**src/rtl/counter_pkg.sv**
```systemverilog
// ---------------------------------------------------------------------------
// counter_pkg
// Shared encodings for the parametrised up/down counter family.
//
// Contents:
//   MODE_WRAP / MODE_SAT : values of the `mode` input
//   DIR_UP / DIR_DOWN    : values of the `dir` input
// ---------------------------------------------------------------------------
package counter_pkg;

    // Behaviour at the range boundary: wrap around, or stick at the bound.
    localparam logic MODE_WRAP = 1'b0;
    localparam logic MODE_SAT  = 1'b1;

    // Counting direction.
    localparam logic DIR_UP   = 1'b1;
    localparam logic DIR_DOWN = 1'b0;

endpackage

```
**src/rtl/counter_updown_mod.sv**
```systemverilog
// ---------------------------------------------------------------------------
// counter_updown_mod
// Parametrised up/down counter with a runtime-programmable inclusive range
// [0, max_val]. It supports synchronous load (clamped into range), a count
// enable, and wrap or saturate behaviour at the bounds. It also produces a
// registered one-cycle terminal-count pulse for cascading stages.
//
// Parameters:
//   WIDTH     : counter / data width in bits (2..32)
//   RESET_VAL : value taken by `count` on reset (<= 2^WIDTH-1)
//
// Ports:
//   clk      in   rising-edge clock
//   reset    in   synchronous active-low reset
//   en       in   count enable
//   dir      in   1 = up, 0 = down
//   mode     in   0 = wrap, 1 = saturate
//   load     in   synchronous load strobe (beats en)
//   load_val in   [WIDTH] load value, clamped to max_val
//   max_val  in   [WIDTH] inclusive upper bound, quasi-static
//   count    out  [WIDTH] registered count
//   tc       out  registered pulse, high on the cycle after a wrap step
//   at_bound out  combinational: at the bound in the current direction
// ---------------------------------------------------------------------------
module counter_updown_mod
    import counter_pkg::*;
#(
    parameter int          WIDTH     = 8,
    parameter int unsigned RESET_VAL = 0
) (
    input  logic             clk,
    input  logic             reset,
    input  logic             en,
    input  logic             dir,
    input  logic             mode,
    input  logic             load,
    input  logic [WIDTH-1:0] load_val,
    input  logic [WIDTH-1:0] max_val,
    output logic [WIDTH-1:0] count,
    output logic             tc,
    output logic             at_bound
);

    localparam logic [WIDTH-1:0] RESET_COUNT = RESET_VAL[WIDTH-1:0];

    logic [WIDTH-1:0] count_next;
    logic             tc_next;

    // Next-state logic. The priority order is load, then enable, then hold.
    // Reset is applied in the register block.
    //
    // The top-of-range case is detected by an explicit compare against
    // max_val. It never relies on count+1 overflowing. This makes
    // max_val = all-ones behave exactly like any other bound.
    //
    // A count above max_val can only happen when max_val was lowered. In
    // that case the count is pulled back to max_val in both modes and both
    // directions.
    always_comb begin
        count_next = count;
        tc_next    = 1'b0;
        if (load) begin
            count_next = (load_val > max_val) ? max_val : load_val;
        end else if (en) begin
            if (count > max_val) begin
                count_next = max_val;
            end else if (dir == DIR_UP) begin
                if (count == max_val) begin
                    if (mode == MODE_WRAP) begin
                        count_next = '0;
                        tc_next    = 1'b1;
                    end else begin
                        count_next = max_val;
                    end
                end else begin
                    count_next = count + WIDTH'(1);
                end
            end else begin
                if (count == '0) begin
                    if (mode == MODE_WRAP) begin
                        count_next = max_val;
                        tc_next    = 1'b1;
                    end else begin
                        count_next = '0;
                    end
                end else begin
                    count_next = count - WIDTH'(1);
                end
            end
        end
    end

    // State register. The synchronous active-low reset overrides load and
    // enable on the same edge.
    always_ff @(posedge clk) begin
        if (!reset) begin
            count <= RESET_COUNT;
            tc    <= 1'b0;
        end else begin
            count <= count_next;
            tc    <= tc_next;
        end
    end

    // The bound flag follows count, dir and max_val with no register delay.
    // Downstream logic can therefore see the edge condition in the same
    // cycle it is reached.
    assign at_bound = (dir == DIR_UP) ? (count >= max_val) : (count == '0);

endmodule

```
**config.mk**
```make
export PLATFORM = sky130hd
export DESIGN_NAME = counter_updown_mod
export DESIGN_NICKNAME = d
export VERILOG_FILES = /design/src/rtl/counter_pkg.sv /design/src/rtl/counter_updown_mod.sv
export SDC_FILE = /design/constraint.sdc
export NUM_CORES = 1
export LEC_CHECK = 0
export ABC_CLOCK_PERIOD_IN_PS = 3700
export CAP_MARGIN = 10
export CORE_ASPECT_RATIO = 1.75
export CORE_MARGIN = 4
export CORE_UTILIZATION = 52
export CTS_BUF_LIST = sky130_fd_sc_hd__clkbuf_4 sky130_fd_sc_hd__clkbuf_8 sky130_fd_sc_hd__clkbuf_16
export DETAILED_ROUTE_END_ITERATION = 16
export GPL_ROUTABILITY_DRIVEN = 1
export GPL_TIMING_DRIVEN = 0
export MAX_ROUTING_LAYER = met4
export PLACE_DENSITY = 0.84
export SYNTH_ARGS = -nofsm -noshare
export SYNTH_HDL_FRONTEND = slang
export SYNTH_SLANG_ARGS = --single-unit
```
**constraint.sdc**
```tcl
create_clock -name clk -period 3.7 [get_ports clk]
set_input_delay 1.11 -clock clk [delete_from_list [all_inputs] [get_ports clk]]
set_output_delay 1.11 -clock clk [all_outputs]
set_load 0.005 [all_outputs]
```
After elaboration in Yosys (flattened, before gate mapping)
Index checks and enable logic that the tools add are counted.
- output and inout bits: 10
- register bits after elaboration: 9
- muxes and demuxes: 14
- equal/unequal tests: 1
- reduce and logical (&&, ||, !) cells: 3
- $lt $le $gt $ge: 3
- bitwise logic cells: 2
- add/sub/neg operators: 2
- operator list (kind ; number):
    2-to-1 mux 8 bit ; 9
    greater-than comparator 8 bit ; 2
    adder 8 x 1 -> 8 bit (second input constant) ; 1
    == test 8 bit ; 1
    >= comparator 8 bit ; 1
    logical NOT 8 bit ; 1
    subtractor 8 x 1 -> 8 bit (second input constant) ; 1
    2-to-1 mux 1 bit ; 5
    OR reduction 4 bit ; 1
    inverter 1 bit ; 2
    nonzero test 2 bit ; 1

Depth between registers and ports, before layout
Gate-level depths: netlist of the first run.
- depth after elaboration: 6
- depth in mapped cells: 11
- gate-level depth less buffers: 8

Worst setup path before layout of the first run
OpenSTA, ideal clock, no wires.
- path kind: input port to output port
- start point: input max_val[1]
- end point: output at_bound
- arrival time: 2115 ps
- path slack: 475 ps
- cell stages on the path: 7
- cells stage by stage: inv_1 ha_1 nor2b_1 o211ai_1 a21oi_1 nor3_1 nor2_1
- cells in the longest elaborated chain, start to end: 2
- ends and longest elaborated chain (what ; line ; source):
    start, declared ; counter_updown_mod.sv:38 ; input logic [WIDTH-1:0] max_val,
    >= comparator 8 bit ; counter_updown_mod.sv:108 ; assign at_bound = (dir == DIR_UP) ? (count >= max_val) : (count == '0);
    2-to-1 mux 1 bit ; counter_updown_mod.sv:108 ;
    end, declared ; counter_updown_mod.sv:41 ; output logic at_bound
No other way between the ends.

Worst setup path in the final report of the first run
- start point: input max_val[2]
- end point: output at_bound
Same word-level chain as after synthesis.

==> results of run 1 <==
-- cells in the mapped netlist, types with 3 or more instances --
cell type                  number
sky130_fd_sc_hd__a211oi_1       4
sky130_fd_sc_hd__a21oi_1       15
sky130_fd_sc_hd__a22oi_1        3
sky130_fd_sc_hd__a311oi_1       4
sky130_fd_sc_hd__clkbuf_1      10
sky130_fd_sc_hd__dfxtp_1        9
sky130_fd_sc_hd__ha_1          19
sky130_fd_sc_hd__inv_1         14
sky130_fd_sc_hd__mux2i_1        6
sky130_fd_sc_hd__nand2_1       10
sky130_fd_sc_hd__nand3_1       13
sky130_fd_sc_hd__nand4_1        4
sky130_fd_sc_hd__nor2_1        13
sky130_fd_sc_hd__nor2b_1        4
sky130_fd_sc_hd__nor3_1         9
sky130_fd_sc_hd__o211ai_1       9
sky130_fd_sc_hd__o21ai_0       10
sky130_fd_sc_hd__o21bai_1       3
sky130_fd_sc_hd__xnor2_1        4
sky130_fd_sc_hd__xor2_1         4
-- critical path, stage by stage --
cell and delay (ns):
sky130_fd_sc_hd__dlygate4sd2_1 0.27, sky130_fd_sc_hd__inv_2 0.09, sky130_fd_sc_hd__ha_1 0.32, sky130_fd_sc_hd__nand4_1 0.22, sky130_fd_sc_hd__o21ai_4 0.22, sky130_fd_sc_hd__nor3_2 0.06, sky130_fd_sc_hd__nor2_1 0.10, sky130_fd_sc_hd__buf_2 0.13
-- cells in the final DEF (no fill, tap or decap), types with 3 or more instances in the layout --
master	instances
sky130_fd_sc_hd__a211oi_1	4
sky130_fd_sc_hd__clkbuf_8	3
sky130_fd_sc_hd__a311oi_1	4
sky130_fd_sc_hd__inv_2	7
sky130_fd_sc_hd__o211ai_1	9
sky130_fd_sc_hd__clkbuf_1	10
sky130_fd_sc_hd__dfxtp_1	9
sky130_fd_sc_hd__buf_4	3
sky130_fd_sc_hd__ha_4	5
sky130_fd_sc_hd__xor2_1	4
sky130_fd_sc_hd__nand2_1	10
sky130_fd_sc_hd__a22oi_1	3
sky130_fd_sc_hd__nor2_1	13
sky130_fd_sc_hd__o21ai_0	8
sky130_fd_sc_hd__dlygate4sd2_1	7
sky130_fd_sc_hd__inv_1	7
sky130_fd_sc_hd__mux2i_1	6
sky130_fd_sc_hd__a21oi_2	3
sky130_fd_sc_hd__nand4_1	4
sky130_fd_sc_hd__o21bai_1	3
sky130_fd_sc_hd__clkdlybuf4s50_1	19
sky130_fd_sc_hd__a21oi_1	11
sky130_fd_sc_hd__nand3_1	13
sky130_fd_sc_hd__nor2b_1	4
sky130_fd_sc_hd__nor3_1	8
sky130_fd_sc_hd__xnor2_1	4
sky130_fd_sc_hd__ha_1	14
-- registers in the layout, summed over array words and instances, names as in the netlist --
signal / flops
count: 8
tc: 1
-- cells by family (layout without fill, tap and decap cells) --
kind of cell               count (synthesis)  after routing  share of synthesized area, %
AOI/OAI and AO/OA                         72             72                         34.22
and+or+nand+nor                           63             63                         21.70
buffers and inverters                     26             61                         7.513
adders and majority gates                 19             19                         15.86
DFF                                        9              9                         12.02
xor gates and xnor gates                   8              8                         4.674
muxes                                      6              6                         4.007
-- final cells by class --
class / instances / area, um^2 / share of cell area (%)
Buffer: 12 / 60.06 / 3.023
Clock buffer: 4 / 48.80 / 2.456
Inverter: 14 / 52.55 / 2.645
Multi-Input combinational cell: 168 / 1328 / 66.81
Sequential cell: 9 / 180.2 / 9.068
Tap cell: 27 / 33.78 / 1.700
Timing Repair Buffer: 31 / 284.0 / 14.29
-- power by group through the flow --
stage | sequential, W | clock (W) | combinational, W
detailed placement | 0.000130 | 0 | 0.000312
global route | 0.000134 | 0.000135 | 0.000385
floorplan | 0.000126 | 0 | 0.000210
global placement | 0.000130 | 0 | 0.000308
CTS | 0.000130 | 0.000126 | 0.000340
finish | 0.000132 | 0.000131 | 0.000355
-- timing repair --
action	in CTS	in global routing
gates cloned	0	0
pin swaps	5	0
buffers inserted	3	0
resized for setup	34	5
endpoints found under the hold margin	0	0
setup endpoints to repair	2	1
-- metal layers --
metal / GRT usage (%) / share of wire, % / wire length (um) / vias up
li1: - / - / - / 857
met1: 28.67 / 36 / 1868 / 833
met2: 47.38 / 53 / 2713 / 95
met3: 3.377 / 6.1 / 315 / 30
met4: 19.14 / 5.0 / 259 / 0
met5: - / 0 / 0 / -
-- metrics by stage --
stage	setup TNS [ns]	std cells	util [%]
finish	0	265	73.01
global route	0	265	73.01
CTS	0	265	72.69
detailed placement	-1.973	258	66.62
global placement	-1.815	258	66.62
floorplan	0	203	-
-- final timing paths --
| path | startpoint | endpoint | slack [ns] | cells past startpoint |
|---|---|---|---|---|
| max | max_val[2] | at_bound | 0.06 | 8 |
| min | count[6] | count[6] | 0.72 | 3 |
| max reg2reg | count[0] | count[5] | 0.65 | 10 |
| min reg2reg | count[6] | count[6] | 0.72 | 3 |
==> results.md, run 1 <==
- Status: finished, final reports clean
- Total power: between 0.0006 and 0.0007 W
- Fraction of final layout cells with drive strength greater than 1: between 10% and 20%
- Endpoint kind of the worst setup timing path: primary output
- Share of total power in sequential cells: between 20% and 30%
- Starting density of the core: 55.08%
- Yosys top cell area share: approximately 16%
- Routed wirelength normalized by instance count: approximately 19 um
- F_max: ~280 MHz
- Power density over the cells: just over 300 nW/um^2
- Global placement routability congestion: 0.9770
- Number of clock buffers inserted by TritonCTS: 3
- Floorplan die height: around 80 um
- Data arrival time of the worst path: around 2.5 ns
- Relative contribution of combinational cells to total power: between 50% and 60%
- Antenna diode count: 0
- Core Area: roughly 2700 um^2
- Clock latency on the worst-skew pair: roughly 0.24 ns
- Number of synthesized flops with an enable pin: 0
- Async SR Flop Fraction: 0%
- Post-route ant nets: 0
- Avg Cell Area, Syn: approximately 7.4 um^2
- Psw: 0.0002623 W
- Clock tree from TritonCTS: yes
- Crit-path max FO: 4
- Clock period minus worst slack: around 3.6 ns
- Routed wire length: 5156 um
- Post-DR vias/cell: 6.849
- Largest area contributor in the netlist: sky130_fd_sc_hd__ha_1
- Area growth, synth to finish: 32.55%
- Hold bufs inserted after CTS: 0
- Period utilization: around 98%
- Pre-CTS worst setup slack: -0.9139 ns
- Depth of the CTS H-tree: 1
- Slew at the pin closest to its max-slew limit: roughly 0.64 ns
- Final non-filler cell area: roughly 2000 um^2
- Total setup violations reported at the end of the flow: 0
- Pin count of the biggest net entering global routing: 11
- Flip-flop and latch count after synthesis: 9
- Max-Cap Viols: 0
- Final worst-path setup slack: approximately 0.065 ns
- Count of fill cells added during filler insertion: between 200 and 250
- Switching Fraction: between 40% and 50%
- Antenna violations before repair: 0
- Worst Hold Margin: slightly above 0.7 ns
- Clock buffer depth: 2
- Number of DRC violations after detailed routing: 0
- Final clock skew: 0.007612 ns
- Overall track demand over capacity in global routing: ~28%
- DRC marker count from the first detailed-route iteration: 159
- Number of global-route vias before repair: between 1500 and 2000
- Syn nets: 244
- Critical Path RT: about 2.6 ns
- Count of mapped cells out of synthesis: 203
- Total placed instance area: 1813 um^2
- Internal portion of total power: between 0.0003 and 0.0004 W
- HPWL after detailed placement: roughly 3800 um
- Max-slew headroom: between 50% and 60%
- VDD IR max: between 0.2 and 0.25 mV
- Cell chosen for the clock root: sky130_fd_sc_hd__clkbuf_8
- Clock transition at the registers of the reported paths: approximately 0.05 ns
- Primary FF master, synth: sky130_fd_sc_hd__dfxtp_1
- Number of top-level pins: 32
- Cell row count: 25
- Part of the Yosys area used for sequential elements: about an eighth
- Number of iterations in the first detailed-routing pass: 5
- RSZ-0062 raised after global routing: false
- Total overflow reported by the global router: 0
- Leakage Power: roughly 0.8 nW
- Final hold vios: 0
- Clock network fraction of total power: between 20% and 30%
- Via total after detailed routing: 1815
- WS Path Type: primary input to primary output
- Fin nets: between 200 and 300
- Synthesis Warnings: 0
- Worst Hold Class: register to register
- Post-synth cell types: 46
- # port buffers: 28
- Die span in x: around 49 um
- Clock sink total: 9
- Synthesized cell area: ~1500 um^2
- Area contributors post-synth: sky130_fd_sc_hd__ha_1, sky130_fd_sc_hd__dfxtp_1, sky130_fd_sc_hd__a21oi_1, sky130_fd_sc_hd__o211ai_1, sky130_fd_sc_hd__nand3_1
- Wire length of the first global-routing pass: slightly above 8000 um
- Die Area: approximately 3800 um^2
- Number of slew-limit violations in the final report: 0
- Startpoint class of the critical path: primary input
Note: power is estimated with default switching activity, not from simulation.
==> run 2: changes to the inputs <==
ABC_CLOCK_PERIOD_IN_PS = 4100   (was 3700)
clock period = 4.1 ns   (was 3.7 ns; I/O delays follow)
==> results.md, run 2 (synthesis results as in run 1) <==
- Number of DRC violations after detailed routing: 0 (unchanged)
- Max FFs per register: 8 (unchanged)
- Share of total power in sequential cells: 21.2% (was 21.3%)
- WS Path Type: primary input to primary output (unchanged)
- Number of top-level pins: 32 (unchanged)
- Length of routed met2 wiring: 2796 um (was 2713 um)
- Cell depth of the worst hold path: 2 (was 3)
- Clock transition at the registers of the reported paths: 0.05 ns (about the same)
- Die Area: 3839 um^2 (unchanged)
- Area growth, synth to finish: 33.39% (was 32.55%)
- Floorplan die height: 79.03 um (unchanged)
- Wire length of the first global-routing pass: 8431 um (was 8314 um)
- Psw: 0.0002393 W (was 0.0002623 W)
- Startpoint of the worst hold path: count[5] (was count[6])
- Switching Fraction: 42.64% (was 42.45%)
- Starting density of the core: 55.08% (unchanged)
- Crit-path max FO: 5 (was 4)
- Detailed-route wire length on metal 1: 1875 um (was 1868 um)
- Final hold vios: 0 (unchanged)
- Post-route ant nets: 0 (unchanged)
- Power density over the cells: 280.8 nW/um^2 (was 311.1 nW/um^2)
- Flop-to-flop setup slack: 1.05 ns (was 0.65 ns)
- Number of global-route vias before repair: 1824 (was 1786)
- Post-DR vias/cell: 6.925 (was 6.849)
- Internal portion of total power: 0.0003220 W (was 0.0003557 W)
- Relative contribution of combinational cells to total power: 57.4% (was 57.5%)
- Clock period minus worst slack: 3.959 ns
- R2r endpoint: count[5] (unchanged)
- Max-Cap Viols: 0 (unchanged)
- Routed wirelength normalized by instance count: 19.74 um (was 19.46 um)
- Number of buffer and inverter instances along the worst setup path: 3 (unchanged)
- Data arrival time of the worst path: 2.73 ns (was 2.53 ns)
- Clock buffer depth: 2 (unchanged)
- Clock sink total: 9 (unchanged)
- Slowest stage delay, CP: 0.50 ns (was 0.32 ns)
- Antenna diode count: 0 (unchanged)
- Die span in x: 48.59 um (unchanged)
- Total setup violations reported at the end of the flow: 0 (unchanged)
- Overall track demand over capacity in global routing: 28.12% (was 27.60%)
- Clock network fraction of total power: 21.4% (was 21.2%)
- Endpoint kind of the worst setup timing path: primary output (unchanged)
- Worst Hold Class: register to register (unchanged)
- Core Area: 2721 um^2 (unchanged)
- Startpoint class of the critical path: primary input (unchanged)
- Via total after detailed routing: 1835 (was 1815)
- Period utilization: between 90% and 100%
- Final clock skew: 0.001185 ns (was 0.007612 ns)
- Most common cell after layout, fill and taps aside: sky130_fd_sc_hd__clkdlybuf4s50_1 (unchanged)
- Total overflow reported by the global router: 0 (unchanged)
- F_max: around 250 MHz
- Reg with most FFs: count (unchanged)
- Leakage Power: 0.7935 nW (was 0.7770 nW)
- Count of fill cells added during filler insertion: 209 (was 215)
- Number of slew-limit violations in the final report: 0 (unchanged)
- Critical Path RT: 2.87 ns (was 2.59 ns)
- Highest metal layer with signal wires: met4 (unchanged)
- Top library cells by usage in the layout, fill and taps aside: sky130_fd_sc_hd__clkdlybuf4s50_1, sky130_fd_sc_hd__ha_1, sky130_fd_sc_hd__nor2_1, sky130_fd_sc_hd__nand3_1, sky130_fd_sc_hd__a21oi_1 (unchanged)
- HPWL after detailed placement: 3826 um (unchanged)
- Startpoint of the most critical setup path: max_val[6] (was max_val[2])
- Global placement routability congestion: 0.9770 (unchanged)
- # port buffers: 28 (unchanged)
- Slew at the pin closest to its max-slew limit: 0.6268 ns (was 0.6351 ns)
- Clock latency on the worst-skew pair: 0.24 ns (about the same)
- FF-to-FF Start: count[0] (unchanged)
- Routed wire length: 5232 um (was 5156 um)
- Fraction of final layout cells with drive strength greater than 1: 15.55% (was 16.39%)
- Cell row count: 25 (unchanged)
- Max-slew headroom: 57.94% (was 57.38%)
- Number of iterations in the first detailed-routing pass: 4 (was 5)
- Depth of the CTS H-tree: 1 (unchanged)
- Number of clock buffers inserted by TritonCTS: 3 (unchanged)
- Crit path max-delay cell type: sky130_fd_sc_hd__clkdlybuf4s50_1 (was sky130_fd_sc_hd__ha_1)
- RSZ-0062 raised after global routing: false (unchanged)
- Clock tree from TritonCTS: yes (unchanged)
- Fin nets: 280 (unchanged)
- Status: finished, final reports clean (unchanged)
- DRC marker count from the first detailed-route iteration: 108 (was 159)
- Core Util, Final: 73.47% (was 73.01%)
- Antenna violations before repair: 0 (unchanged)
- Worst R2R Path Depth: 10 (unchanged)
- CP top delay family: buffers and inverters (unchanged)
- Met3 WL post-DR: 326 um (was 315 um)
- Capture endpoint of the worst hold path: count[5] (was count[6])
- Cell chosen for the clock root: sky130_fd_sc_hd__clkbuf_8 (unchanged)
- Hold bufs inserted after CTS: 0 (unchanged)
- Cells traversed along the worst timing path: clkdlybuf4s50_1, inv_2, ha_4, nand4_4, o21ai_4, nor3_2, nor2_1, buf_2 (was dlygate4sd2_1, inv_2, ha_1, nand4_1, o21ai_4, nor3_2, nor2_1, buf_2)
- VDD IR max: 0.1977 mV (was 0.2218 mV)
- Pin count of the biggest net entering global routing: 11 (unchanged)
- Biggest registers after layout: count: 8 flops, tc: 1 flops (unchanged)
- Worst Hold Margin: 0.7204 ns (was 0.7244 ns)
run 2: cell types whose count changed in the layout (fill, tap and decap cells not counted), sizes merged:
cell	before	now
clkbuf	15	14
clkdlybuf4s50	19	20
dlygate4sd2	7	5
dlymetal6s2s	0	2
run 2: through the flow:
| step | setup TNS (ns) | std cells | total power (W) | area, um^2 | setup slack, ns |
|---|---|---|---|---|---|
| 2_1_floorplan | 0 | 203 | 0.0003035 | 1499 | 0.6349 |
| 3_3_place_gp | -0.7165 | 258 | 0.0003952 | 1813 | -0.7165 |
| 3_5_place_dp | -0.7539 | 258 | 0.0003993 | 1813 | -0.7539 |
| 4_1_cts | 0 | 265 | 0.0005369 | 1972 | 0.006337 |
| 5_1_grt | 0 | 265 | 0.0005892 | 1999 | 0.09532 |
| 6_report | 0 | 265 | 0.0005613 | 1999 | 0.1411 |
run 2: per-layer routing:
| layer | GRT usage (%) | vias to the layer above |
|---|---|---|
| li1 | - | 850 |
| met1 | 28.59 | 842 |
| met2 | 48.56 | 113 |
| met3 | 3.565 | 30 |
| met4 | 20.22 | 0 |
| met5 | - | - |
run 2: final cells by class:
type	instances	area (um^2)	share of cell area, %
buffer	12	60.06	3.004
clock buffer	4	48.80	2.441
inverter	14	52.55	2.628
multi-input combinational	168	1328	66.40
sequential	9	180.2	9.011
tap	27	33.78	1.690
timing repair buffer	31	296.5	14.83
run 2: power groups by stage:
| stage | registers [W] | clock network (W) | logic [W] |
|---|---|---|---|
| finish | 0.000119 | 0.000120 | 0.000322 |
| global route | 0.000121 | 0.000119 | 0.000349 |
| CTS | 0.000117 | 0.000114 | 0.000306 |
| detailed placement | 0.000117 | 0 | 0.000282 |
| global placement | 0.000117 | 0 | 0.000278 |
| floorplan | 0.000114 | 0 | 0.000190 |
run 2: worst max-delay path by stage:
stage / cells past startpoint / slack (ns) / to
final: 8 / 0.14 / at_bound
after global routing: 8 / 0.1 / at_bound
after CTS: 8 / 0.006 / at_bound
after detailed placement: 8 / -0.75 / at_bound
after global placement: 8 / -0.72 / at_bound
after floorplan: 7 / 0.63 / at_bound
run 2: repair_timing:
item / 4_1_cts / 5_1_grt
buffers inserted: 3 / 0
setup endpoints to repair: 1 / 1
gates resized for setup: 27 / 9
endpoints found under the hold margin: 0 / 0
pin swaps: 5 / 2
run 2: worst min-delay path, stage by stage (launching register included):
cell                       delay [ns]
sky130_fd_sc_hd__dfxtp_1         0.43
sky130_fd_sc_hd__nand3_1         0.15
sky130_fd_sc_hd__o221ai_2        0.08
==> variant, RTL diff (flow settings as in run 2) <==
Make the reset (`reset`) asynchronous in one clocked block. Comments in the files are not updated.
--- a/src/rtl/counter_updown_mod.sv
+++ b/src/rtl/counter_updown_mod.sv
@@ -94,3 +94,3 @@
     // enable on the same edge.
-    always_ff @(posedge clk) begin
+    always_ff @(posedge clk or negedge reset) begin
         if (!reset) begin
Function: differs if reset is asserted again (counterexample within 4 cycles, from zero or initial values and one cycle with reset low); with reset held inactive, the same outputs for 10 cycles.
==> variant against run 2 <==
  * Final area rose by 8.1%
  * Worst setup slack got worse by 0.13 ns
  * Wire length up 24%
  * Via count is 11% higher
  * Clock skew up 0.0028 ns
  * Synthesized area down 2.3%
  * Sequential cell count unchanged
  * Power is 30% higher
  * Final cell count is 4.9% higher
==> variant: results (changes against run 2) <==
run_status:
  outcome: "finished, final reports clean"  # unchanged
routing:
  wl_met3_microns: 543  # was 326 microns
  met2_length_microns: 3220  # was 2800 microns
  first_pass_iters: 6  # was 4
  viasPerCell: 7.31  # was 6.92
  drt-met1-wl_microns: 2190  # was 1880 microns
  drt-initial-drc-count: 151  # was 108
pwr:
  vdd_drop_max_mv: 0.246  # was 0.198 mV
  power_frac_seq: 0.202  # was 0.212
  leakagePower_nw: 0.897  # was 0.793 nW
  power.internal_mw: 0.402  # was 0.322 mW
cts:
  cts_resized: 33  # was 27
synth:
  synth_commonest_cells: "ha_1 (19), o21ai_0 (15), inv_1 (14), nand2_1 (12)"  # was ha_1 (19), a21oi_1 (15), inv_1 (14), nand3_1 (13), nor2_1 (13)
  async_flop_share: 1.00  # was 0
  synth-xor-area-share: 0.0419  # was 0.0467
  synth-seq-area-share: 0.154  # was 0.120
worst_hold_path:
  hold_start: "count[2]"  # was count[5]
  holdPathStages: 3  # was 2
global_routing:
  grtUsageMet1: 0.392  # was 0.286
  grt_pass1_wl_microns: 9590  # was 8430 microns
  grt_use_met3: 0.0665  # was 0.0356
  use_met2: 0.584  # was 0.486
  grt_pass1_vias: 1927  # was 1,824
finish:
  clock_tree_area_fraction: 0.0226  # was 0.0244
  num-multi-input-gates: 156  # was 168
  bufAreaShareNonClock: 0.256  # was 0.178
  multi_input_comb_area_sq_um: 1240  # was 1330 sq um
  multi_input_area_share: 0.576  # was 0.664
  drive_gt1_frac: 0.247  # was 0.155
  nNonClkBuffers: 67  # was 43
  fillCellCount: 169  # was 209
  fin_nets: 293  # was 280
timing:
  hold_slack_ns: 0.904  # was 0.720 ns
  clock_skew_ns: 0.00399  # was 0.00119 ns
  worstMarginPinSlew_ns: 0.654  # was 0.627 ns
placement:
  io_buffers: 31  # was 28
  dp_hpwl_microns: 3920  # was 3830 microns
  gp_congestion: 1.00  # was 0.977
  post-place-cells: 247  # was 258
  placedInstanceArea_sq_um: 1810  # about the same
  post-place-ws_ns: -0.928  # was -0.754 ns
setup_path:
  worst_r2r_path_depth: 19  # was 10
  r2r_start: "count[0]"  # unchanged
  crit_path_max_fanout: 6  # was 5
variant: cell types whose count changed in the layout (fill, tap and decap cells not counted), sizes merged, moves of 4 or more:
cell    before  now
a21oi       15   11
a311oi       4    0
buf          6   31
dfrtp        0    9
dfxtp        9    0
nand3       13    5
o211ai       9    5
o21ai       12   16
variant: worst max path at each step:
stage	from	endpoint	slack (ns)	cells past startpoint
2_1_floorplan	max_val[7]	at_bound	0.34	7
3_3_place_gp	max_val[6]	at_bound	-0.86	9
3_5_place_dp	max_val[7]	at_bound	-0.93	9
4_1_cts	max_val[4]	at_bound	0.04	8
5_1_grt	max_val[5]	at_bound	-0.04	8
6_report	max_val[0]	count[7]	0.009	19
variant: kinds of logic after synthesis:
group | after synthesis
AO/OA/AOI/OAI | 65
AND/OR/NAND/NOR | 58
buffers and inverters | 24
adder cells (fa/ha/maj) | 19
flip-flops | 9
XOR/XNOR | 7
multiplexers | 7
